[src/rtl/id_ex_pipe_reg_pkg.sv]
// Shared ID/EX types: the decode control bundle and the ALU op-class encodings.
// Field order of ctrl_t is the bit order used everywhere the bundle is packed.
package id_ex_pipe_reg_pkg;

   localparam int CTRL_W = 9;

   typedef enum logic [1:0] {
      ALU_ADD   = 2'b00,
      ALU_SUB   = 2'b01,
      ALU_RTYPE = 2'b10
   } alu_op_e;

   typedef struct packed {
      logic       reg_write;
      logic       mem_to_reg;
      logic       branch;
      logic       mem_read;
      logic       mem_write;
      logic       alu_src;
      logic       reg_dst;
      logic [1:0] alu_op;
   } ctrl_t;

   // An instruction is real when it has any architectural side effect.
   function automatic logic is_real_instr(ctrl_t c);
      return c.reg_write | c.mem_read | c.mem_write | c.branch;
   endfunction

endpackage

[src/rtl/id_ex_pipe_reg_if.sv]
// Decode-side inputs and EX-side outputs of the ID/EX register; the master drives
// the decode side, the slave (the register) drives the EX side.
interface id_ex_pipe_reg_if #(
   parameter int DATA_W = 32,
   parameter int REG_AW = 5,
   parameter int CNT_W  = 16
);
   import id_ex_pipe_reg_pkg::*;

   logic              mem_stall;
   logic              flush;
   logic              RegWrite_in, MemtoReg_in, Branch_in, MemRead_in;
   logic              MemWrite_in, ALUSrc_in, RegDst_in;
   logic [1:0]        ALUop_in;
   logic [DATA_W-1:0] pc4_in, rs_data_in, rt_data_in, imm_in;
   logic [REG_AW-1:0] rs_in, rt_in, rd_in;

   logic              RegWrite_ex, MemtoReg_ex, Branch_ex, MemRead_ex;
   logic              MemWrite_ex, ALUSrc_ex, RegDst_ex;
   logic [1:0]        ALUop_ex;
   logic [DATA_W-1:0] pc4_ex, rs_data_ex, rt_data_ex, imm_ex;
   logic [REG_AW-1:0] rs_ex, rt_ex, rd_ex;
   logic              valid_ex;
   logic [CNT_W-1:0]  bubble_cnt;

   modport master (
      output mem_stall, flush,
      output RegWrite_in, MemtoReg_in, Branch_in, MemRead_in,
      output MemWrite_in, ALUSrc_in, RegDst_in, ALUop_in,
      output pc4_in, rs_data_in, rt_data_in, imm_in, rs_in, rt_in, rd_in,
      input  RegWrite_ex, MemtoReg_ex, Branch_ex, MemRead_ex,
      input  MemWrite_ex, ALUSrc_ex, RegDst_ex, ALUop_ex,
      input  pc4_ex, rs_data_ex, rt_data_ex, imm_ex, rs_ex, rt_ex, rd_ex,
      input  valid_ex, bubble_cnt
   );

   modport slave (
      input  mem_stall, flush,
      input  RegWrite_in, MemtoReg_in, Branch_in, MemRead_in,
      input  MemWrite_in, ALUSrc_in, RegDst_in, ALUop_in,
      input  pc4_in, rs_data_in, rt_data_in, imm_in, rs_in, rt_in, rd_in,
      output RegWrite_ex, MemtoReg_ex, Branch_ex, MemRead_ex,
      output MemWrite_ex, ALUSrc_ex, RegDst_ex, ALUop_ex,
      output pc4_ex, rs_data_ex, rt_data_ex, imm_ex, rs_ex, rt_ex, rd_ex,
      output valid_ex, bubble_cnt
   );

endinterface

[src/rtl/id_ex_pipe_reg_field.sv]
// W-bit pipeline field: 1-cycle register, hold freezes it, clear loads zero.
// Priority: rst_n > hold > clr > load.
module pipe_field_reg #(
   parameter int W = 8
) (
   input  logic         clk,
   input  logic         rst_n,
   input  logic         hold,
   input  logic         clr,
   input  logic [W-1:0] d,
   output logic [W-1:0] q
);

   always_ff @(posedge clk) begin
      if (!rst_n) begin
         q <= '0;
      end else if (!hold) begin
         q <= clr ? '0 : d;
      end
   end

endmodule

[src/rtl/id_ex_pipe_reg.sv]
// ID/EX pipeline register: 1-cycle latency, no in-to-out combinational path.
// mem_stall freezes everything; a flush (or one deferred by a stall) loads a zero bubble.
module id_ex_pipe_reg
   import id_ex_pipe_reg_pkg::*;
#(
   parameter int DATA_W = 32,
   parameter int REG_AW = 5,
   parameter int CNT_W  = 16
) (
   input logic              clk,
   input logic              rst_n,
   id_ex_pipe_reg_if.slave  bus
);

   localparam logic [CNT_W-1:0] CNT_ONE = {{(CNT_W-1){1'b0}}, 1'b1};

   ctrl_t             ctrl_d, ctrl_q;
   logic [3*REG_AW-1:0] idx_q;
   logic              flush_pend;
   logic              bubble_ld;
   logic              valid_d;
   logic              cnt_inc;
   logic [CNT_W-1:0]  cnt_q;

   assign ctrl_d = {bus.RegWrite_in, bus.MemtoReg_in, bus.Branch_in, bus.MemRead_in,
                    bus.MemWrite_in, bus.ALUSrc_in, bus.RegDst_in, bus.ALUop_in};

   assign bubble_ld = !bus.mem_stall && (bus.flush || flush_pend);
   assign valid_d   = is_real_instr(ctrl_d);
   // A flush bubble and an upstream bubble in the same cycle count as one.
   assign cnt_inc   = !bus.mem_stall && (bubble_ld || !valid_d);

   pipe_field_reg #(.W(CTRL_W)) u_ctrl (
      .clk(clk), .rst_n(rst_n), .hold(bus.mem_stall), .clr(bubble_ld),
      .d(ctrl_d), .q(ctrl_q)
   );
   pipe_field_reg #(.W(DATA_W)) u_pc4 (
      .clk(clk), .rst_n(rst_n), .hold(bus.mem_stall), .clr(bubble_ld),
      .d(bus.pc4_in), .q(bus.pc4_ex)
   );
   pipe_field_reg #(.W(DATA_W)) u_rs_data (
      .clk(clk), .rst_n(rst_n), .hold(bus.mem_stall), .clr(bubble_ld),
      .d(bus.rs_data_in), .q(bus.rs_data_ex)
   );
   pipe_field_reg #(.W(DATA_W)) u_rt_data (
      .clk(clk), .rst_n(rst_n), .hold(bus.mem_stall), .clr(bubble_ld),
      .d(bus.rt_data_in), .q(bus.rt_data_ex)
   );
   pipe_field_reg #(.W(DATA_W)) u_imm (
      .clk(clk), .rst_n(rst_n), .hold(bus.mem_stall), .clr(bubble_ld),
      .d(bus.imm_in), .q(bus.imm_ex)
   );
   pipe_field_reg #(.W(3*REG_AW)) u_idx (
      .clk(clk), .rst_n(rst_n), .hold(bus.mem_stall), .clr(bubble_ld),
      .d({bus.rs_in, bus.rt_in, bus.rd_in}), .q(idx_q)
   );
   pipe_field_reg #(.W(1)) u_valid (
      .clk(clk), .rst_n(rst_n), .hold(bus.mem_stall), .clr(bubble_ld),
      .d(valid_d), .q(bus.valid_ex)
   );

   always_ff @(posedge clk) begin
      if (!rst_n) begin
         flush_pend <= 1'b0;
      end else if (bus.mem_stall) begin
         if (bus.flush) flush_pend <= 1'b1;
      end else begin
         flush_pend <= 1'b0;
      end
   end

   always_ff @(posedge clk) begin
      if (!rst_n) begin
         cnt_q <= '0;
      end else if (cnt_inc && (cnt_q != {CNT_W{1'b1}})) begin
         cnt_q <= cnt_q + CNT_ONE;
      end
   end

   assign bus.RegWrite_ex = ctrl_q.reg_write;
   assign bus.MemtoReg_ex = ctrl_q.mem_to_reg;
   assign bus.Branch_ex   = ctrl_q.branch;
   assign bus.MemRead_ex  = ctrl_q.mem_read;
   assign bus.MemWrite_ex = ctrl_q.mem_write;
   assign bus.ALUSrc_ex   = ctrl_q.alu_src;
   assign bus.RegDst_ex   = ctrl_q.reg_dst;
   assign bus.ALUop_ex    = ctrl_q.alu_op;
   assign bus.rs_ex       = idx_q[3*REG_AW-1:2*REG_AW];
   assign bus.rt_ex       = idx_q[2*REG_AW-1:REG_AW];
   assign bus.rd_ex       = idx_q[REG_AW-1:0];
   assign bus.bubble_cnt  = cnt_q;

endmodule

[src/flat_wrapper.sv]
// flat-port wrapper written by rule: the top's interface ports become plain ports
module id_ex_pipe_reg_flat import id_ex_pipe_reg_pkg::*;
#(
   parameter int DATA_W = 32,
   parameter int REG_AW = 5,
   parameter int CNT_W  = 16
)
  (clk, rst_n, bus_mem_stall, bus_flush, bus_RegWrite_in, bus_MemtoReg_in, bus_Branch_in, bus_MemRead_in, bus_MemWrite_in, bus_ALUSrc_in, bus_RegDst_in, bus_ALUop_in, bus_pc4_in, bus_rs_data_in, bus_rt_data_in, bus_imm_in, bus_rs_in, bus_rt_in, bus_rd_in, bus_RegWrite_ex, bus_MemtoReg_ex, bus_Branch_ex, bus_MemRead_ex, bus_MemWrite_ex, bus_ALUSrc_ex, bus_RegDst_ex, bus_ALUop_ex, bus_pc4_ex, bus_rs_data_ex, bus_rt_data_ex, bus_imm_ex, bus_rs_ex, bus_rt_ex, bus_rd_ex, bus_valid_ex, bus_bubble_cnt);
  id_ex_pipe_reg_if #(.DATA_W(DATA_W), .REG_AW(REG_AW), .CNT_W(CNT_W)) bus_i ();
  input logic clk;
  input logic rst_n;
  input wire logic [$bits(bus_i.mem_stall)-1:0] bus_mem_stall;
  input wire logic [$bits(bus_i.flush)-1:0] bus_flush;
  input wire logic [$bits(bus_i.RegWrite_in)-1:0] bus_RegWrite_in;
  input wire logic [$bits(bus_i.MemtoReg_in)-1:0] bus_MemtoReg_in;
  input wire logic [$bits(bus_i.Branch_in)-1:0] bus_Branch_in;
  input wire logic [$bits(bus_i.MemRead_in)-1:0] bus_MemRead_in;
  input wire logic [$bits(bus_i.MemWrite_in)-1:0] bus_MemWrite_in;
  input wire logic [$bits(bus_i.ALUSrc_in)-1:0] bus_ALUSrc_in;
  input wire logic [$bits(bus_i.RegDst_in)-1:0] bus_RegDst_in;
  input wire logic [$bits(bus_i.ALUop_in)-1:0] bus_ALUop_in;
  input wire logic [$bits(bus_i.pc4_in)-1:0] bus_pc4_in;
  input wire logic [$bits(bus_i.rs_data_in)-1:0] bus_rs_data_in;
  input wire logic [$bits(bus_i.rt_data_in)-1:0] bus_rt_data_in;
  input wire logic [$bits(bus_i.imm_in)-1:0] bus_imm_in;
  input wire logic [$bits(bus_i.rs_in)-1:0] bus_rs_in;
  input wire logic [$bits(bus_i.rt_in)-1:0] bus_rt_in;
  input wire logic [$bits(bus_i.rd_in)-1:0] bus_rd_in;
  output wire logic [$bits(bus_i.RegWrite_ex)-1:0] bus_RegWrite_ex;
  output wire logic [$bits(bus_i.MemtoReg_ex)-1:0] bus_MemtoReg_ex;
  output wire logic [$bits(bus_i.Branch_ex)-1:0] bus_Branch_ex;
  output wire logic [$bits(bus_i.MemRead_ex)-1:0] bus_MemRead_ex;
  output wire logic [$bits(bus_i.MemWrite_ex)-1:0] bus_MemWrite_ex;
  output wire logic [$bits(bus_i.ALUSrc_ex)-1:0] bus_ALUSrc_ex;
  output wire logic [$bits(bus_i.RegDst_ex)-1:0] bus_RegDst_ex;
  output wire logic [$bits(bus_i.ALUop_ex)-1:0] bus_ALUop_ex;
  output wire logic [$bits(bus_i.pc4_ex)-1:0] bus_pc4_ex;
  output wire logic [$bits(bus_i.rs_data_ex)-1:0] bus_rs_data_ex;
  output wire logic [$bits(bus_i.rt_data_ex)-1:0] bus_rt_data_ex;
  output wire logic [$bits(bus_i.imm_ex)-1:0] bus_imm_ex;
  output wire logic [$bits(bus_i.rs_ex)-1:0] bus_rs_ex;
  output wire logic [$bits(bus_i.rt_ex)-1:0] bus_rt_ex;
  output wire logic [$bits(bus_i.rd_ex)-1:0] bus_rd_ex;
  output wire logic [$bits(bus_i.valid_ex)-1:0] bus_valid_ex;
  output wire logic [$bits(bus_i.bubble_cnt)-1:0] bus_bubble_cnt;
  assign bus_i.mem_stall = bus_mem_stall;
  assign bus_i.flush = bus_flush;
  assign bus_i.RegWrite_in = bus_RegWrite_in;
  assign bus_i.MemtoReg_in = bus_MemtoReg_in;
  assign bus_i.Branch_in = bus_Branch_in;
  assign bus_i.MemRead_in = bus_MemRead_in;
  assign bus_i.MemWrite_in = bus_MemWrite_in;
  assign bus_i.ALUSrc_in = bus_ALUSrc_in;
  assign bus_i.RegDst_in = bus_RegDst_in;
  assign bus_i.ALUop_in = bus_ALUop_in;
  assign bus_i.pc4_in = bus_pc4_in;
  assign bus_i.rs_data_in = bus_rs_data_in;
  assign bus_i.rt_data_in = bus_rt_data_in;
  assign bus_i.imm_in = bus_imm_in;
  assign bus_i.rs_in = bus_rs_in;
  assign bus_i.rt_in = bus_rt_in;
  assign bus_i.rd_in = bus_rd_in;
  assign bus_RegWrite_ex = bus_i.RegWrite_ex;
  assign bus_MemtoReg_ex = bus_i.MemtoReg_ex;
  assign bus_Branch_ex = bus_i.Branch_ex;
  assign bus_MemRead_ex = bus_i.MemRead_ex;
  assign bus_MemWrite_ex = bus_i.MemWrite_ex;
  assign bus_ALUSrc_ex = bus_i.ALUSrc_ex;
  assign bus_RegDst_ex = bus_i.RegDst_ex;
  assign bus_ALUop_ex = bus_i.ALUop_ex;
  assign bus_pc4_ex = bus_i.pc4_ex;
  assign bus_rs_data_ex = bus_i.rs_data_ex;
  assign bus_rt_data_ex = bus_i.rt_data_ex;
  assign bus_imm_ex = bus_i.imm_ex;
  assign bus_rs_ex = bus_i.rs_ex;
  assign bus_rt_ex = bus_i.rt_ex;
  assign bus_rd_ex = bus_i.rd_ex;
  assign bus_valid_ex = bus_i.valid_ex;
  assign bus_bubble_cnt = bus_i.bubble_cnt;
  id_ex_pipe_reg #(.DATA_W(DATA_W), .REG_AW(REG_AW), .CNT_W(CNT_W)) u_core (.clk(clk), .rst_n(rst_n), .bus(bus_i));
endmodule
[config.mk]
export PLATFORM = sky130hd
export DESIGN_NAME = id_ex_pipe_reg_flat
export DESIGN_NICKNAME = d
export VERILOG_FILES = /design/src/rtl/id_ex_pipe_reg_pkg.sv /design/src/rtl/id_ex_pipe_reg_if.sv /design/src/rtl/id_ex_pipe_reg_field.sv /design/src/rtl/id_ex_pipe_reg.sv /design/src/flat_wrapper.sv
export SDC_FILE = /design/constraint.sdc
export NUM_CORES = 1
export LEC_CHECK = 0
export ABC_AREA = 1
export BUFFER_PORTS_ARGS = -buffer_cell sky130_fd_sc_hd__buf_2
export CAP_MARGIN = 20
export CORE_MARGIN = 2
export CORE_UTILIZATION = 29
export CTS_BUF_LIST = sky130_fd_sc_hd__clkbuf_16
export CTS_CLUSTER_DIAMETER = 150
export DETAILED_ROUTE_END_ITERATION = 10
export PLACE_DENSITY_LB_ADDON = 0.2
export SYNTH_ARGS = -nofsm -noshare
export SYNTH_HDL_FRONTEND = slang
export SYNTH_SLANG_ARGS = --single-unit
[constraint.sdc]
create_clock -name clk -period 3.31 [get_ports clk]
set_input_delay 0.662 -clock clk [delete_from_list [all_inputs] [get_ports clk]]
set_output_delay 0.662 -clock clk [all_outputs]
set_load 0.02 [all_outputs]
# Yosys cells after proc, flatten, opt, wreduce, memory -nomap -nowiden
# Cells that the tools add are included.
# totals
register_bits,170
out_inout_bits,169
wordCells,29
# op_classes
n_reduce_logical,8
n_eq_ne,1
mux,7
n_bitwise,3
n_addsub,1
# ops
operator,n
$mux W32,4
$add A16 B1 Y16 const B,1
$ne A16 B16 Y1 const B,1
$mux W15,1
$mux W9,1
$logic_and A1 B1 Y1,3
$or A1 B1 Y1,3
$logic_not A1 Y1,2
$logic_or A1 B1 Y1,2
$reduce_and A2 Y1,1
$mux W1,1

# Longest topological paths before layout
# Gate-level depths: netlist of run 1.
# logic_depth
ltp_word,7
ltp_mapped,9

# By module
# A second synthesis of run 1 with hierarchy kept.
# unflattened
cells_unflattened,844
hier_area_um2,6603.8
# by_module_without_submodules
mod,seq_area_each_um2,area_each_um2,cells_each,n_inst
pipe_field_reg (u_core.u_imm ...),640.6,1136.1,140,4
id_ex_pipe_reg,340.3,1069.8,172,1
pipe_field_reg (u_core.u_idx),300.3,615.6,66,1
pipe_field_reg (u_core.u_ctrl),180.2,330.3,39,1
pipe_field_reg (u_core.u_valid),20.0,43.8,7,1

# Worst setup path before layout of run 1
# Ideal clock, no wire load.
# synth_timing
path_type,flip-flop to flip-flop
startpoint,reg u_core.cnt_q[0] (netlist: u_core.bus.bubble_cnt[0])
endpoint,reg u_core.cnt_q[7] (netlist: u_core.bus.bubble_cnt[7])
synth_period_minus_slack_ns,1.609
required_time_ns,3.196
path_stages_with_launch,10
n_path_buf,1
setup_time_ns,0.114
slack_ns,1.701
arrival_ns,1.495
cell_sequence,dfxtp_1 -> ha_1 -> nand2_1 -> nor2_2 -> nand2_2 -> o21ai_4 -> buf_6 -> nand2_1 -> nand2_1 -> nor2_2
# synth_between
elab_chain_cells,2
elab_cells_between_ends,3
# synth_rtl
element,line_no,rtl
from (decl),id_ex_pipe_reg.sv:23,logic [CNT_W-1:0] cnt_q;
from (signal assigned),id_ex_pipe_reg.sv:76,cnt_q <= cnt_q + CNT_ONE;
branches (longest 2 deep; another with $add A16 B1 Y16),--,
# Several ways; the timed one is not identified.
# A chain may end at the register's enable or synchronous reset.

# Final worst setup path of run 1
# Same ends and word-level chain as after synthesis.

==> results of run 1 <==
## registers in the layout (all words and copies together) (netlist names)
| register | count |
|---|---|
| u_core.u_imm.q | 32 |
| u_core.u_pc4.q | 32 |
| u_core.u_rs_data.q | 32 |
| u_core.u_rt_data.q | 32 |
| u_core.bus.bubble_cnt | 16 |
| u_core.u_idx.q | 15 |
| u_core.u_ctrl.q | 9 |
| u_core.flush_pend | 1 |
| u_core.u_valid.q | 1 |
## layout by cell type, fill, tap and decap left out, drive strengths merged, types with 2 or more instances in the layout
cell	Yosys	final
clkbuf	34	17
o21ai	7	7
clkinvlp	0	2
dfxtp	170	170
nand3	8	8
a21oi	155	155
xor2	5	5
inv	25	32
clkinv	0	5
nor3	2	2
nand2	360	360
nor2	53	53
buf	19	328
nand4	3	3
## kinds of logic (layout without fill, tap and decap cells)
kind of cell,count (synthesis),in the layout,synth area share
AO/OA/AOI/OAI,162,162,0.1316
XOR/XNOR,5,5,0.006980
adder cells (fa/ha/maj),1,1,0.001994
buffers and inverters,78,385,0.05265
flip-flops,170,170,0.5425
other,0,1,0
AND/OR/NAND/NOR,428,428,0.2643
## metrics by stage
| step | power (mW) | setup WS, ns | hold slack [ns] | utilization |
|---|---|---|---|---|
| after floorplan | 2.608 | 1.701 | 0.4819 | - |
| after global placement | 2.866 | 1.210 | 0.4452 | 0.3820 |
| after detailed placement | 2.871 | 1.177 | 0.4476 | 0.3820 |
| after CTS | 4.841 | 1.434 | 0.4569 | 0.4088 |
| after global routing | 4.997 | 1.190 | 0.4667 | 0.4089 |
| final | 4.760 | 1.445 | 0.4500 | 0.4089 |
## final timing paths
path / start / end / slack, ns / cells past startpoint
setup / recovery: u_core.bus.bubble_cnt[0] / u_core.bus.bubble_cnt[7] / 1.45 / 8
hold / removal: u_core.u_imm.q[19] / u_core.u_imm.q[19] / 0.45 / 2
setup reg to reg: u_core.bus.bubble_cnt[0] / u_core.bus.bubble_cnt[7] / 1.45 / 8
hold reg to reg: u_core.u_imm.q[19] / u_core.u_imm.q[19] / 0.45 / 2
## worst reg2reg max path: cells and delay by family (launching register included)
family,cells,cell delay (ns)
and+or+nand+nor,6,0.56
AOI/OAI and AO/OA,1,0.51
DFF,1,0.44
adders and majority gates,1,0.24
## per-layer routing
metal | global-route usage | share of wire | vias to the layer above
met2 | 0.2748 | 0.49 | 171
met4 | 0.05794 | 0.017 | 0
met5 | 0 | 0 | -
met1 | 0.2047 | 0.44 | 2782
li1 | - | - | 3255
met3 | 0.03795 | 0.052 | 20
## area by class of cell
type	count	area [µm²]	share of cell area
tap	275	344.1	0.03978
sequential	170	3403	0.3935
clock inverter	15	141.4	0.01635
timing repair buffer	328	1692	0.1956
clock buffer	17	425.4	0.04918
inverter	25	96.34	0.01114
multi-input combinational	596	2545	0.2942
antenna	1	2.502	0.0002893
## report_power, final
group / internal, mW / leakage (nW) / switching [mW]
Sequential: 2.15 / 1.39 / 0.0603
Combinational: 0.219 / 2.52 / 0.390
Clock: 1.05 / 0.277 / 0.891
Total: 3.42 / 4.19 / 1.34
==> impl_metrics.tcl, run 1 <==
set metrics [dict create \
    status "finished, final reports clean" \
    core_area_um2 21150 \
    crit_required_ns 3.63 \
    syn_nets 1001 \
    cts_buffer_depth 2 \
    clock_skew_ns 0.01539 \
    crit_chain "ha_1 > nand2_1 > nor2_2 > nand2_2 > o21ai_4 > nand2_1 > nand2_1 > nor2_2" \
    synth_edf_count 0 \
    max-slew-margin-rel 0.5553 \
    postSynthCellCount 844 \
    fin_crit_sh 0.5634 \
    clk_pin_slew_ns 0.07 \
    place_area_um2 8080 \
    yosysTopAreaCell "dfxtp_1" \
    drtIter0Drc 276 \
    vdd_drop_max_mv 0.3176 \
    row_count 53 \
    synth.area.top_cells "dfxtp_1, nand2_1, a21oi_1" \
    syn_avg_cell_area_um2 7.433 \
    critPathTopFamily "simple AND/OR/NAND/NOR gates" \
    dr.pass1.iters 4 \
    start_util 0.2966 \
    grt_pass1_wl_um 29370 \
    cp_num_buf_inv 0 \
    ys_ff_latch 170 \
    io_buffer_count 324 \
    arrival_ns 2.18 \
    critPathMaxFanout 23 \
    clock-sinks 170 \
    critPathKind "reg2reg" \
    setup_viol_count_final 0 \
    ys_seq_area_frac 0.5425 \
    numCtsBuffers 17 \
    drt_wl_total_um 19650 \
    gp_congestion 0.7820 \
    yosys.cell_types.count 24 \
    die_w_um 151.1 \
    cp_common_cell "nand2_1" \
    hold_path.class "reg2reg" \
    clockRootBuffer "clkbuf_16" \
    synth.most_common_cell "nand2_1" \
    max_freq_mhz 536.3 \
    cp_slowest_cell "o21ai_4" \
    synthTopCellsByCount "nand2_1, dfxtp_1, a21oi_1, nor2_1, clkbuf_1" \
    power_leakage_nw 4.190 \
    grt_overflow 0 \
    synth_flop_cell "dfxtp_1" \
    areaGrowthSynthToFinish_pct 37.87 \
    power_density_nw_per_um2 550.3 \
    synth_area_um2 6274 \
    cts_resized 0 \
    drc 0 \
    clk_latency_ns 0.42 \
    post-cts-setup-buffers 0 \
    fin_crit_ns 1.865 \
    cts_hold_buf 0 \
    cp-start-kind "flop" \
    die_area_um2 22830 \
    drive_gt1_frac 0.3206 \
    grt_use_total 0.1633 \
    hpwl_um 13170 \
    wl_per_cell_um 13.77 \
    synthArstFlopShare 0 \
    grt_pass1_vias 5669 \
    slowest_delay_ns 0.51 \
    finalInstanceArea_um2 8650 \
    ys_warn_count 0 \
    finalHoldViolCount 0 \
    yosys.area.top_type_share 0.5425 \
    final.setup.tns_ns 0 \
    htreeDepth 4 \
    max_cap_violations 0 \
    worst_pin_slew_ns 0.6671 \
    cts_tree "built" \
    endpoint_kind "flop" \
    fill_cells 2274 \
    vias_per_cell 4.364 \
    final_nets 1295 \
    rsz0062_at_grt "false" \
    die_h_um 151.1 \
    dpl.cell_count 1394 \
    ios 325 \
    grt_max_degree 154 \
    ant_nets 0 \
    antenna_found_initial 1 \
    final_max_slew_viol_count 0 \
    vias 6228 \
    instances_no_fill 1427 \
]
Power figures use the tool's default switching activity.
==> run 2: changes to the inputs <==
==> constraint.sdc (replaced) <==
create_clock -name clk -period 1.95 [get_ports clk]
set_input_delay 0.39 -clock clk [delete_from_list [all_inputs] [get_ports clk]]
set_output_delay 0.39 -clock clk [all_outputs]
set_load 0.02 [all_outputs]
==> impl_metrics.tcl, run 2 (synthesis results as in run 1) <==
set metrics [dict create \
    p_seq_frac 0.462 \
    drt_wl_total_um 19840 \
    drtIter0Drc 232 \
    areaGrowthSynthToFinish_pct 40.07 \
    min-delay-start "bus_rt_data_in[30]" \
    grt_overflow 0 \
    crit_chain "ha_1 > nand2_1 > nor2_2 > nand2_2 > o21ai_2 > nor2_1 > nor2_2" \
    ant_nets 0 \
    finalHoldViolCount 0 \
    grt_use_met2 0.2750 \
    use_met3 0.04669 \
    mostFrequentLayoutCell "nand2_1" \
    drive_gt1_frac 0.3285 \
    cp-start-kind "flop" \
    cts_resized 0 \
    start_util 0.2966 \
    final_nets 1308 \
    crit_required_ns 2.31 \
    critPathMaxFanout 11 \
    max-slew-margin-rel 0.5467 \
    cp_common_cell "nor2_2" \
    status "finished, final reports clean" \
    clock-sinks 170 \
    dr.pass1.iters 6 \
    final_max_slew_viol_count 0 \
    htreeDepth 4 \
    rsz0062_at_grt "false" \
    core_area_um2 21150 \
    p_int_mw 5.830 \
    ios 325 \
    max_freq_mhz 587.8 \
    drc 0 \
    antenna_found_initial 0 \
    vdd_drop_max_mv 0.5651 \
    whs_ns 0.2146 \
    numCtsBuffers 17 \
    grt_max_degree 151 \
    final.setup.tns_ns 0 \
    endpoint_kind "flop" \
    power_leakage_nw 4.259 \
    setup_viol_count_final 0 \
    io_buffer_count 324 \
    use_met1 0.2044 \
    worst_pin_slew_ns 0.6800 \
    max_cap_violations 0 \
    row_count 53 \
    clk_pin_slew_ns 0.07 \
    wl_per_cell_um 13.77 \
    fin_crit_ns 1.701 \
    power_frac_comb 0.134 \
    hpwl_um 13870 \
    vias_per_cell 4.377 \
    die_w_um 151.1 \
    cts_tree "built" \
    clk_latency_ns 0.42 \
    grt_pass1_vias 5720 \
    p_clk_frac 0.404 \
    cp_slowest_cell "o21ai_2" \
    power_density_nw_per_um2 920.7 \
    gp_congestion 0.8091 \
    clockRootBuffer "clkbuf_16" \
    hold_path.class "in2reg" \
    grt_use_total 0.1640 \
    slowest_delay_ns 0.46 \
    post-cts-setup-buffers 0 \
    layout_common_cells "nand2_1, buf_2, dfxtp_1, a21oi_1, nor2_1" \
    arrival_ns 2.06 \
    critPathKind "reg2reg" \
    busiest_layer "met2" \
    clock_skew_ns 0.008803 \
    die_h_um 151.1 \
    cts_buffer_depth 2 \
    power.switching_mw 2.260 \
    fill_cells 2235 \
    sw_frac_of_total 0.2794 \
    die_area_um2 22830 \
    grt_pass1_wl_um 29510 \
    worstReg2RegStart "u_core.bus.bubble_cnt[1]" \
    crit_start "u_core.bus.bubble_cnt[1]" \
    vias 6307 \
    fin_crit_sh 0.8725 \
]
-- run 2: cell count changes in the layout (fill, tap and decap cells not counted), sizes merged --
cell,delta
clkinv,-1
buf,+12
diode,+2
o21ai,+1
-- run 2: worst paths after layout --
check | cells after the start | slack [ns] | to
hold / removal | 3 | 0.21 | u_core.u_rt_data.q[30]
hold reg to reg | 2 | 0.46 | u_core.u_rs_data.q[2]
setup / recovery | 7 | 0.25 | u_core.bus.bubble_cnt[9]
setup reg to reg | 7 | 0.25 | u_core.bus.bubble_cnt[9]
-- run 2: through the flow --
step                      power [mW]  cells  utilization  instance area [µm²]  setup WS (ns)
final                          8.090   1441       0.4154                 8787         0.2487
after global routing           8.504   1438       0.4150                 8780        0.04949
after CTS                      8.221   1437       0.4146                 8771         0.1453
after detailed placement       4.907   1406       0.3880                 8208         0.1645
after global placement         4.902   1406       0.3880                 8208         0.2426
after floorplan                4.427    844            -                 6274         0.3415
-- run 2: power by group through the flow --
stage | Combinational, mW | Clock [mW] | Sequential [mW]
after floorplan | 0.403 | 0 | 4.02
after global placement | 1.09 | 0 | 3.81
after detailed placement | 1.09 | 0 | 3.81
after CTS | 1.10 | 3.39 | 3.74
after global routing | 1.20 | 3.55 | 3.76
final | 1.08 | 3.27 | 3.74
-- run 2: cell type report --
type                            instances  area [µm²]  area share
Timing Repair Buffer                  340        1819      0.2070
Antenna cell                            3       7.507   0.0008543
Multi-Input combinational cell        597        2554      0.2906
Tap cell                              275       344.1     0.03916
Inverter                               25       96.34     0.01096
Clock inverter                         14       137.6     0.01566
Clock buffer                           17       425.4     0.04841
Sequential cell                       170        3403      0.3873
-- run 2: worst max-delay path: cells and delay by family (launching register included) --
| kind | cells | cell delay (ns) |
|---|---|---|
| AOI/OAI and AO/OA | 1 | 0.46 |
| adders and majority gates | 1 | 0.22 |
| DFF | 1 | 0.40 |
| and+or+nand+nor | 5 | 0.55 |
-- run 2: timing repair --
item / 4_1_cts / 5_1_grt
hold buffers: 0 / 0
hold endpoints to repair: 0 / 0
endpoints found under the setup margin: 0 / 11
-- run 2: routing by layer --
layer | part of all wire | routed length (µm)
met3 | 0.066 | 1300
met1 | 0.43 | 8451
met5 | 0 | 0
met4 | 0.010 | 206
met2 | 0.50 | 9878
